==> src/rtl/gsu_pkg.sv <==
// Shared GSU definitions: register index type, special register numbers and
// write-back buffer states.
package gsu_pkg;

   typedef logic [3:0] reg_idx_t;

   localparam reg_idx_t REG_R0  = 4'd0;
   localparam reg_idx_t REG_R14 = 4'd14;
   localparam reg_idx_t REG_R15 = 4'd15;

   // StPend: the held write was refused at least once and is still waiting.
   typedef enum logic [0:0] {StIdle, StPend} wb_state_t;

endpackage

==> src/rtl/fig_04b_block_078_wb_hold.sv <==
// One-entry register-file write buffer with ready handshake and R14/R15
// accept pulses.
module fig_04b_block_078_wb_hold
   import gsu_pkg::*;
(
   input  logic        clk,
   input  logic        rst_n,
   input  logic        push,
   input  logic [3:0]  push_addr,
   input  logic [15:0] push_data,
   input  logic        reg_wr_ready,
   output logic        reg_wr_en,
   output logic [3:0]  reg_wr_addr,
   output logic [15:0] reg_wr_data,
   output logic        wb_stall,
   output logic        r14_written,
   output logic        r15_written
);

   wb_state_t   state_q, state_d;
   logic        valid_q, valid_d;
   reg_idx_t    addr_q, addr_d;
   logic [15:0] data_q, data_d;
   logic        accept;
   logic        load;

   always_ff @(posedge clk or negedge rst_n) begin
      if (!rst_n) begin
         state_q <= StIdle;
         valid_q <= 1'b0;
         addr_q  <= REG_R0;
         data_q  <= 16'h0000;
      end else begin
         state_q <= state_d;
         valid_q <= valid_d;
         addr_q  <= addr_d;
         data_q  <= data_d;
      end
   end

   always_comb begin
      accept  = valid_q & reg_wr_ready;
      // A new write loads only into a free slot or one being accepted now;
      // anything offered while stalled or against a refused write is dropped.
      load    = push & (state_q == StIdle) & (~valid_q | reg_wr_ready);
      valid_d = load | (valid_q & ~reg_wr_ready);
      addr_d  = load ? push_addr : addr_q;
      data_d  = load ? push_data : data_q;
      state_d = StIdle;
      if (valid_q && !reg_wr_ready) begin
         state_d = StPend;
      end
   end

   assign reg_wr_en   = valid_q;
   assign reg_wr_addr = addr_q;
   assign reg_wr_data = data_q;
   assign wb_stall    = (state_q == StPend);
   assign r14_written = accept & (addr_q == REG_R14);
   assign r15_written = accept & (addr_q == REG_R15);

endmodule

==> src/rtl/fig_04b_block_078_z_writeback.sv <==
// GSU destination selector: TO/WITH prefix state, MOVE handling and Z-bus
// write-back into the register file through a one-entry buffer.
module fig_04b_block_078_z_writeback
   import gsu_pkg::*;
(
   input  logic        clk,
   input  logic        rst_n,
   input  logic [15:0] zbus,
   input  logic [15:0] y,
   input  logic [3:0]  nib,
   input  logic        to_set,
   input  logic        with_set,
   input  logic        op_done,
   input  logic        wr_req,
   input  logic        reg_wr_ready,
   output logic        reg_wr_en,
   output logic [3:0]  reg_wr_addr,
   output logic [15:0] reg_wr_data,
   output logic [3:0]  dreg,
   output logic        b_flag,
   output logic        r14_written,
   output logic        r15_written,
   output logic        wb_stall
);

   reg_idx_t    dreg_q, dreg_d;
   logic        b_flag_q, b_flag_d;
   logic        move;
   logic        push;
   reg_idx_t    push_addr;
   logic [15:0] push_data;

   always_ff @(posedge clk or negedge rst_n) begin
      if (!rst_n) begin
         dreg_q   <= REG_R0;
         b_flag_q <= 1'b0;
      end else begin
         dreg_q   <= dreg_d;
         b_flag_q <= b_flag_d;
      end
   end

   always_comb begin
      // A completing instruction clears the prefix first, so a TO arriving
      // alongside op_done is a plain TO rather than a MOVE.
      move      = to_set & b_flag_q & ~op_done & ~with_set;
      push      = (op_done & wr_req) | move;
      push_addr = op_done ? dreg_q : nib;
      push_data = op_done ? zbus : y;

      dreg_d    = dreg_q;
      b_flag_d  = b_flag_q;
      if (op_done || move) begin
         dreg_d   = REG_R0;
         b_flag_d = 1'b0;
      end
      if (with_set) begin
         dreg_d   = nib;
         b_flag_d = 1'b1;
      end else if (to_set && !move) begin
         dreg_d   = nib;
      end
   end

   assign dreg   = dreg_q;
   assign b_flag = b_flag_q;

   fig_04b_block_078_wb_hold u_hold (
      .clk          (clk),
      .rst_n        (rst_n),
      .push         (push),
      .push_addr    (push_addr),
      .push_data    (push_data),
      .reg_wr_ready (reg_wr_ready),
      .reg_wr_en    (reg_wr_en),
      .reg_wr_addr  (reg_wr_addr),
      .reg_wr_data  (reg_wr_data),
      .wb_stall     (wb_stall),
      .r14_written  (r14_written),
      .r15_written  (r15_written)
   );

endmodule

==> config.mk <==
export PLATFORM = sky130hd
export DESIGN_NAME = fig_04b_block_078_z_writeback
export DESIGN_NICKNAME = d
export VERILOG_FILES = /design/src/rtl/gsu_pkg.sv /design/src/rtl/fig_04b_block_078_wb_hold.sv /design/src/rtl/fig_04b_block_078_z_writeback.sv
export SDC_FILE = /design/constraint.sdc
export NUM_CORES = 1
export LEC_CHECK = 0
export ABC_CLOCK_PERIOD_IN_PS = 2000
export CAP_MARGIN = 0
export CORE_AREA = 2 2 56 71
export CTS_CLUSTER_DIAMETER = 40
export DETAILED_ROUTE_END_ITERATION = 6
export DIE_AREA = 0 0 58 73
export GPL_ROUTABILITY_DRIVEN = 0
export PLACE_DENSITY = 0.83
export SYNTH_ARGS = -nofsm -noshare
export SYNTH_HDL_FRONTEND = slang
export SYNTH_HIERARCHICAL = 1
export SYNTH_SLANG_ARGS = --single-unit
==> constraint.sdc <==
create_clock -name clk -period 2 [get_ports clk]
set_clock_uncertainty 0.2 [all_clocks]
set_input_delay 0.5 -clock clk [delete_from_list [all_inputs] [get_ports clk]]
set_output_delay 0.5 -clock clk [all_outputs]
set_load 0.01 [all_outputs]
==> results of run 1 <==
[through the flow]
stage	instances	power (µW)	TNS, ns	hold WS, ns
6_report	215	1720	0	0.296
4_1_cts	214	1740	0	0.299
3_5_place_dp	206	1390	-8.10	0.276
2_1_floorplan	90	977	0	0.00441
3_3_place_gp	206	1370	-6.94	0.272
5_1_grt	215	1820	-0.0124	0.318
[synthesized netlist by cell type, types with 2 or more instances]
cell,n,share of area
dfrtp_1,27,0.52
buf_6,2,0.017
a22o_1,4,0.027
mux2_1,20,0.17
mux2_2,20,0.17
nand2b_1,2,0.0096
buf_4,2,0.012
nor3_1,3,0.012
[final timing paths]
kind,to,cells past startpoint,from,slack [ns]
setup / recovery,u_hold/reg_wr_addr[2]$_DFFE_PN0P_,6,wr_req,0.03
hold / removal,u_hold/reg_wr_data[11]$_DFFE_PN0P_,1,u_hold/reg_wr_data[11]$_DFFE_PN0P_,0.30
setup reg to reg,u_hold/reg_wr_data[3]$_DFFE_PN0P_,7,b_flag$_DFFE_PN0P_,0.12
hold reg to reg,u_hold/reg_wr_data[11]$_DFFE_PN0P_,1,u_hold/reg_wr_data[11]$_DFFE_PN0P_,0.30
max in group asynchronous,u_hold/wb_stall$_DFF_PN0_,2,rst_n,0.95
min in group asynchronous,u_hold/reg_wr_data[1]$_DFFE_PN0P_,2,rst_n,0.39
[flip-flops by register name, summed over array words and instances (netlist names)]
signal	count
b_flag	1
dreg	4
u_hold/reg_wr_addr	4
u_hold/reg_wr_data	16
u_hold/reg_wr_en	1
u_hold/wb_stall	1
[power by group through the flow]
stage               sequential [µW]  clock (µW)  combinational [µW]
finish                          745         318                 659
global route                    766         349                 702
CTS                             749         328                 666
detailed placement              756           0                 634
global placement                750           0                 616
floorplan                       808           0                 169
[per-layer routing]
metal  track usage  wire [µm]  up-vias  share of wire
met5             0          0        -              0
li1              -          -      495              -
met4        0.0930         96        0          0.026
met2         0.374       2160       43           0.59
met3        0.0230        182        8          0.050
met1         0.166       1240      546           0.34
[critical path: cells and delay by family]
family | cells | cell delay [ns]
buffers and inverters | 2 | 0.75
AO/OA/AOI/OAI | 1 | 0.13
AND/OR/NAND/NOR | 2 | 0.23
multiplexers | 1 | 0.32
[final cells by class]
cell class	count	share of cell area
multi-input combinational	58	0.272
clock buffer	3	0.0186
tap	40	0.0225
sequential	27	0.304
inverter	1	0.00169
timing repair buffer	85	0.378
clock inverter	1	0.00338
[kinds of logic after synthesis]
family / synth area share
buffers and inverters: 0.0317
DFF: 0.519
muxes: 0.346
and+or+nand+nor: 0.0567
AOI/OAI and AO/OA: 0.0462
[repair_timing]
action,CTS,global route
gates cloned,1,0
buffers inserted,3,1
endpoints found under the setup margin,23,19
pin swaps,2,1
hold buffers,0,0
gates resized for setup,16,0
==> results.toml, run 1 <==
[logic_synthesis]
yosysWarningCount = 6
syn_area_mm2 = 0.00130
netlist_instances = 90
ys.flop_type = "dfrtp_1"
synth.avg_cell_area_um2 = 14.5
netlist-cell-type-count = 18
yosysSeqAreaShare = 0.519
synth_seq_cells = 27
async_flop_share = 1.00
synth.net_count = 133
synth_edf_count = 0

[final_layout]
drive_gt1_frac = 0.263
final_cell_area_mm2 = 0.00222
final_common_cell = "clkdlybuf4s50_1"
multiInputGateArea_um2 = 603
area_growth_pct = 70.6
nFillCells = 317
seqCellArea_um2 = 676
finish.utilization = 0.612
nets = 219
antennaDiodeCount = 0
final_cell_mix = "clkdlybuf4s50_1 (65), dfrtp_1 (27), mux2_2 (20), mux2_1 (19), buf_4 (12)"

[placed_design]
place_area_mm2 = 0.00210
place_ws_ns = -0.499
place.detailed.hpwl_um = 2760
io_buffers = 71

[flow_run]
maxCapViolCount = 0

[global_routing]
grt_max_degree = 28
grt_pass1_vias = 1214
antenna_found_initial = 0
grt_remaining_overflow = 0
grt_usage = 0.182
grt_pass1_wl_um = 5690

[clock_network]
cts.sinks = 27
cts_tree = "yes"
cts_htree_levels = 1
clockRootBuffer = "clkbuf_8"
ctsLongestPathBuffers = 2
clk_latency_ns = 0.27
cts_made_buffers = 3
clkTransAtPathRegs_ns = 0.09

[sta]
grt_setup_unrepaired = "true"
fin_crit_sh = 0.983
setup_ws_ns = 0.0340
setup_viol = 0
tightest_slew_ns = 0.461
period_minus_slack_ns = 1.97
hold_viol = 0
finalMaxSlewViolations = 0
fmax_mhz = 509
slew_headroom = 0.690

[power_and_ir_drop]
internal-power_uw = 1240
comb_power_share = 0.383
power_density_mw_per_mm2 = 776
seqPwrFrac = 0.433
vdd_drop_max_uv = 573
power.clock.fraction = 0.185
p_sw_uw = 479
p_sw_frac = 0.278
cellLeakagePower_uw = 0.000941

[worst_setup_path]
crit_required_ns = 1.96
crit_arrival_ns = 1.93
cp_slowest_cell = "clkdlybuf4s50_1"
crit_chain = "clkdlybuf4s50_1 -> a32o_1 -> nand2b_1 -> nor2_4 -> bufbuf_16 -> mux2_1"
cp-end-kind = "flop"
start_kind = "input pin"
cp_slowest_stage_delay_ns = 0.47
worstPathMaxFanout = 10
worstSetupPathType = "in -> reg"

[routing]
wl_per_cell_um = 17.1
postRouteWirelength_um = 3670
num_vias = 1092
first_pass_iters = 5
via_per_inst = 5.08
drt_iter0_markers = 18
drc = 0
drtAntennaViolNets = 0

[die]
core.rowCount = 25
die_y_um = 73
die_w_um = 58
dieArea_mm2 = 0.00423
initial_core_util = 0.359
coreArea_mm2 = 0.00363
ios = 72

[run_status]
outcome = "finished, final reports clean"

[min_path]
hold_path_class = "reg -> reg"
Note: power is estimated with default switching activity, not from simulation.
==> inputs of run 2 (changes only) <==
--- a/config.mk
+++ b/config.mk
@@ -8,7 +8,6 @@
 export ABC_CLOCK_PERIOD_IN_PS = 2000
 export CAP_MARGIN = 0
 export CORE_AREA = 2 2 56 71
-export CTS_CLUSTER_DIAMETER = 40
 export DETAILED_ROUTE_END_ITERATION = 6
 export DIE_AREA = 0 0 58 73
 export GPL_ROUTABILITY_DRIVEN = 0
==> results of run 2 <==
Final layout, timing and power as in run 1 (identical DEF).
==> inputs of run 3 (changes only) <==
--- a/config.mk
+++ b/config.mk
@@ -7,11 +7,12 @@
 export LEC_CHECK = 0
 export ABC_CLOCK_PERIOD_IN_PS = 2000
 export CAP_MARGIN = 0
-export CORE_AREA = 2 2 56 71
+export CORE_AREA = 3 3 48 61
 export DETAILED_ROUTE_END_ITERATION = 6
-export DIE_AREA = 0 0 58 73
+export DIE_AREA = 0 0 51 64
+export DONT_BUFFER_PORTS = 1
 export GPL_ROUTABILITY_DRIVEN = 0
-export PLACE_DENSITY = 0.83
+export PLACE_DENSITY = 0.74
 export SYNTH_ARGS = -nofsm -noshare
 export SYNTH_HDL_FRONTEND = slang
 export SYNTH_HIERARCHICAL = 1
==> run 3 against run 2 <==
Count of clock-buffer cells in the layout grew 1. Routed wire length shrank 36%. Critical path depth shrank 4. Die area shrank 23%. Critical path type is now reg -> out. Largest cell class is now sequential cells. Largest power group unchanged. Highest routed layer unchanged.
==> results.toml, run 3 (same netlist as run 1, synthesis figures left out) <==
[worst_setup_path]
start_kind = "flop"
r2r_cells = 5
crit_chain = "nand3_1 -> nor3_1"
cp_slowest_cell = "dfrtp_1"
crit_required_ns = 1.30
crit_arrival_ns = 1.21
worstSetupPathType = "reg -> out"
cp-end-kind = "output pin"
worstPathMaxFanout = 3
cp_slowest_stage_delay_ns = 0.46

[final_layout]
largest_reg_flops = 16
area_growth_pct = 7.50
nets = 139
final_cell_mix = "dfrtp_1 (27), mux2_2 (20), mux2_1 (20), a22o_1 (4)"
final_cell_area_mm2 = 0.00140
final_common_cell = "dfrtp_1"
drive_gt1_frac = 0.305
layoutNonFillerInstCount = 128
antennaDiodeCount = 0

[routing]
postRouteWirelength_um = 2370
wl_per_cell_um = 18.5
highest_layer = "met4"
num_vias = 733
drc = 0
drt_iter0_markers = 22
first_pass_iters = 3
route.met3.wl_um = 234
drtAntennaViolNets = 0
wl_met2_um = 1230
drt-met1-wl_um = 882
via_per_inst = 5.73

[clock_network]
clockRootBuffer = "clkbuf_4"
ctsLongestPathBuffers = 2
post-cts-setup-buffers = 0
cts_tree = "yes"
cts_resized = 0
cts_made_buffers = 3
clkTransAtPathRegs_ns = 0.14
clk_latency_ns = 0.31
cts.sinks = 27
cts_htree_levels = 1

[run_status]
outcome = "finished, final reports clean"

[sta]
finalMaxSlewViolations = 0
setup_viol = 0
period_minus_slack_ns = 1.91
grt_setup_unrepaired = "true"
slew_headroom = 0.731
fin_crit_sh = 0.956
tns_ns = 0
fmax_mhz = 523
tightest_slew_ns = 0.400
hold_viol = 0

[min_path]
hold_path_class = "in -> reg"
min_path_cells = 1

[placed_design]
place_area_mm2 = 0.00133
place.detailed.hpwl_um = 1820
placedCellCount = 121
io_buffers = 0

[die]
coreArea_mm2 = 0.00243
ios = 72
dieArea_mm2 = 0.00326
die_w_um = 51
initial_core_util = 0.536
die_y_um = 64
core.rowCount = 20

[power_and_ir_drop]
power_density_mw_per_mm2 = 894
p_sw_frac = 0.300
seqPwrFrac = 0.660
cellLeakagePower_uw = 0.000593
comb_power_share = 0.160
internal-power_uw = 875
power.clock.fraction = 0.179
p_sw_uw = 375
vdd_drop_max_uv = 556

[global_routing]
grt_remaining_overflow = 0
grt_max_degree = 28
grt_pass1_vias = 809
antenna_found_initial = 0
grt_pass1_wl_um = 3880
grt_usage = 0.160

[flow_run]
maxCapViolCount = 0
-- run 3: changes by cell type in the layout (fill, tap and decap cells not counted), moves of 2 or more --
| cell | change |
|---|---|
| clkdlybuf4s50_1 | -65 |
| clkbuf_4 | +3 |
| clkbuf_8 | -3 |
| dlygate4sd2_1 | -4 |
| buf_4 | -11 |
| buf_2 | -2 |
| dlygate4sd3_1 | +2 |
-- run 3: power groups by stage --
stage / registers [µW] / logic [µW] / clock network (µW)
CTS: 830 / 203 / 237
global route: 847 / 228 / 262
floorplan: 808 / 169 / 0
global placement: 837 / 175 / 0
detailed placement: 842 / 185 / 0
finish: 825 / 201 / 224
-- run 3: through the flow --
step,total power [µW],utilization,setup slack [ns],hold slack (ns)
detailed placement,1030,0.549,0.168,0.00503
global route,1340,0.576,-0.0111,0.0444
global placement,1010,0.549,0.195,0.00510
finish,1250,0.576,0.0876,0.0606
CTS,1270,0.572,0.0660,0.00737
floorplan,977,-,0.241,0.00441
-- run 3: critical path: cells and delay by family (launching register included) --
kind             cells  cell delay (ns)
DFF                  1             0.46
and+or+nand+nor      2             0.44
-- run 3: worst paths after layout --
| kind | from | to | slack (ns) |
|---|---|---|---|
| min in group asynchronous | rst_n | u_hold/reg_wr_data[13]$_DFFE_PN0P_ | 0.40 |
| max in group asynchronous | rst_n | u_hold/reg_wr_addr[1]$_DFFE_PN0P_ | 1.04 |
| min | to_set | b_flag$_DFFE_PN0P_ | 0.06 |
| min reg2reg | u_hold/reg_wr_data[14]$_DFFE_PN0P_ | u_hold/reg_wr_data[14]$_DFFE_PN0P_ | 0.37 |
| max | u_hold/reg_wr_en$_DFF_PN0_ | r15_written | 0.09 |
| max reg2reg | b_flag$_DFFE_PN0P_ | u_hold/reg_wr_data[9]$_DFFE_PN0P_ | 0.26 |
-- run 3: timing repair --
action                                  in CTS  in global routing
hold buffers                                 2                  1
endpoints found under the hold margin       27                  1
endpoints found under the setup margin       0                  2
-- run 3: final cells by class --
type	instances	area, µm²
timing repair buffer	5	67.6
fill	219	1030
inverter	1	3.75
sequential	27	676
multi-input combinational	58	584
clock buffer	4	26.3
tap	33	41.3
-- run 3: metal layers --
metal / up-vias / GRT usage
met2: 39 / 0.277
li1: 332 / -
met5: - / 0
met1: 360 / 0.168
met3: 2 / 0.0653
met4: 0 / 0.0606
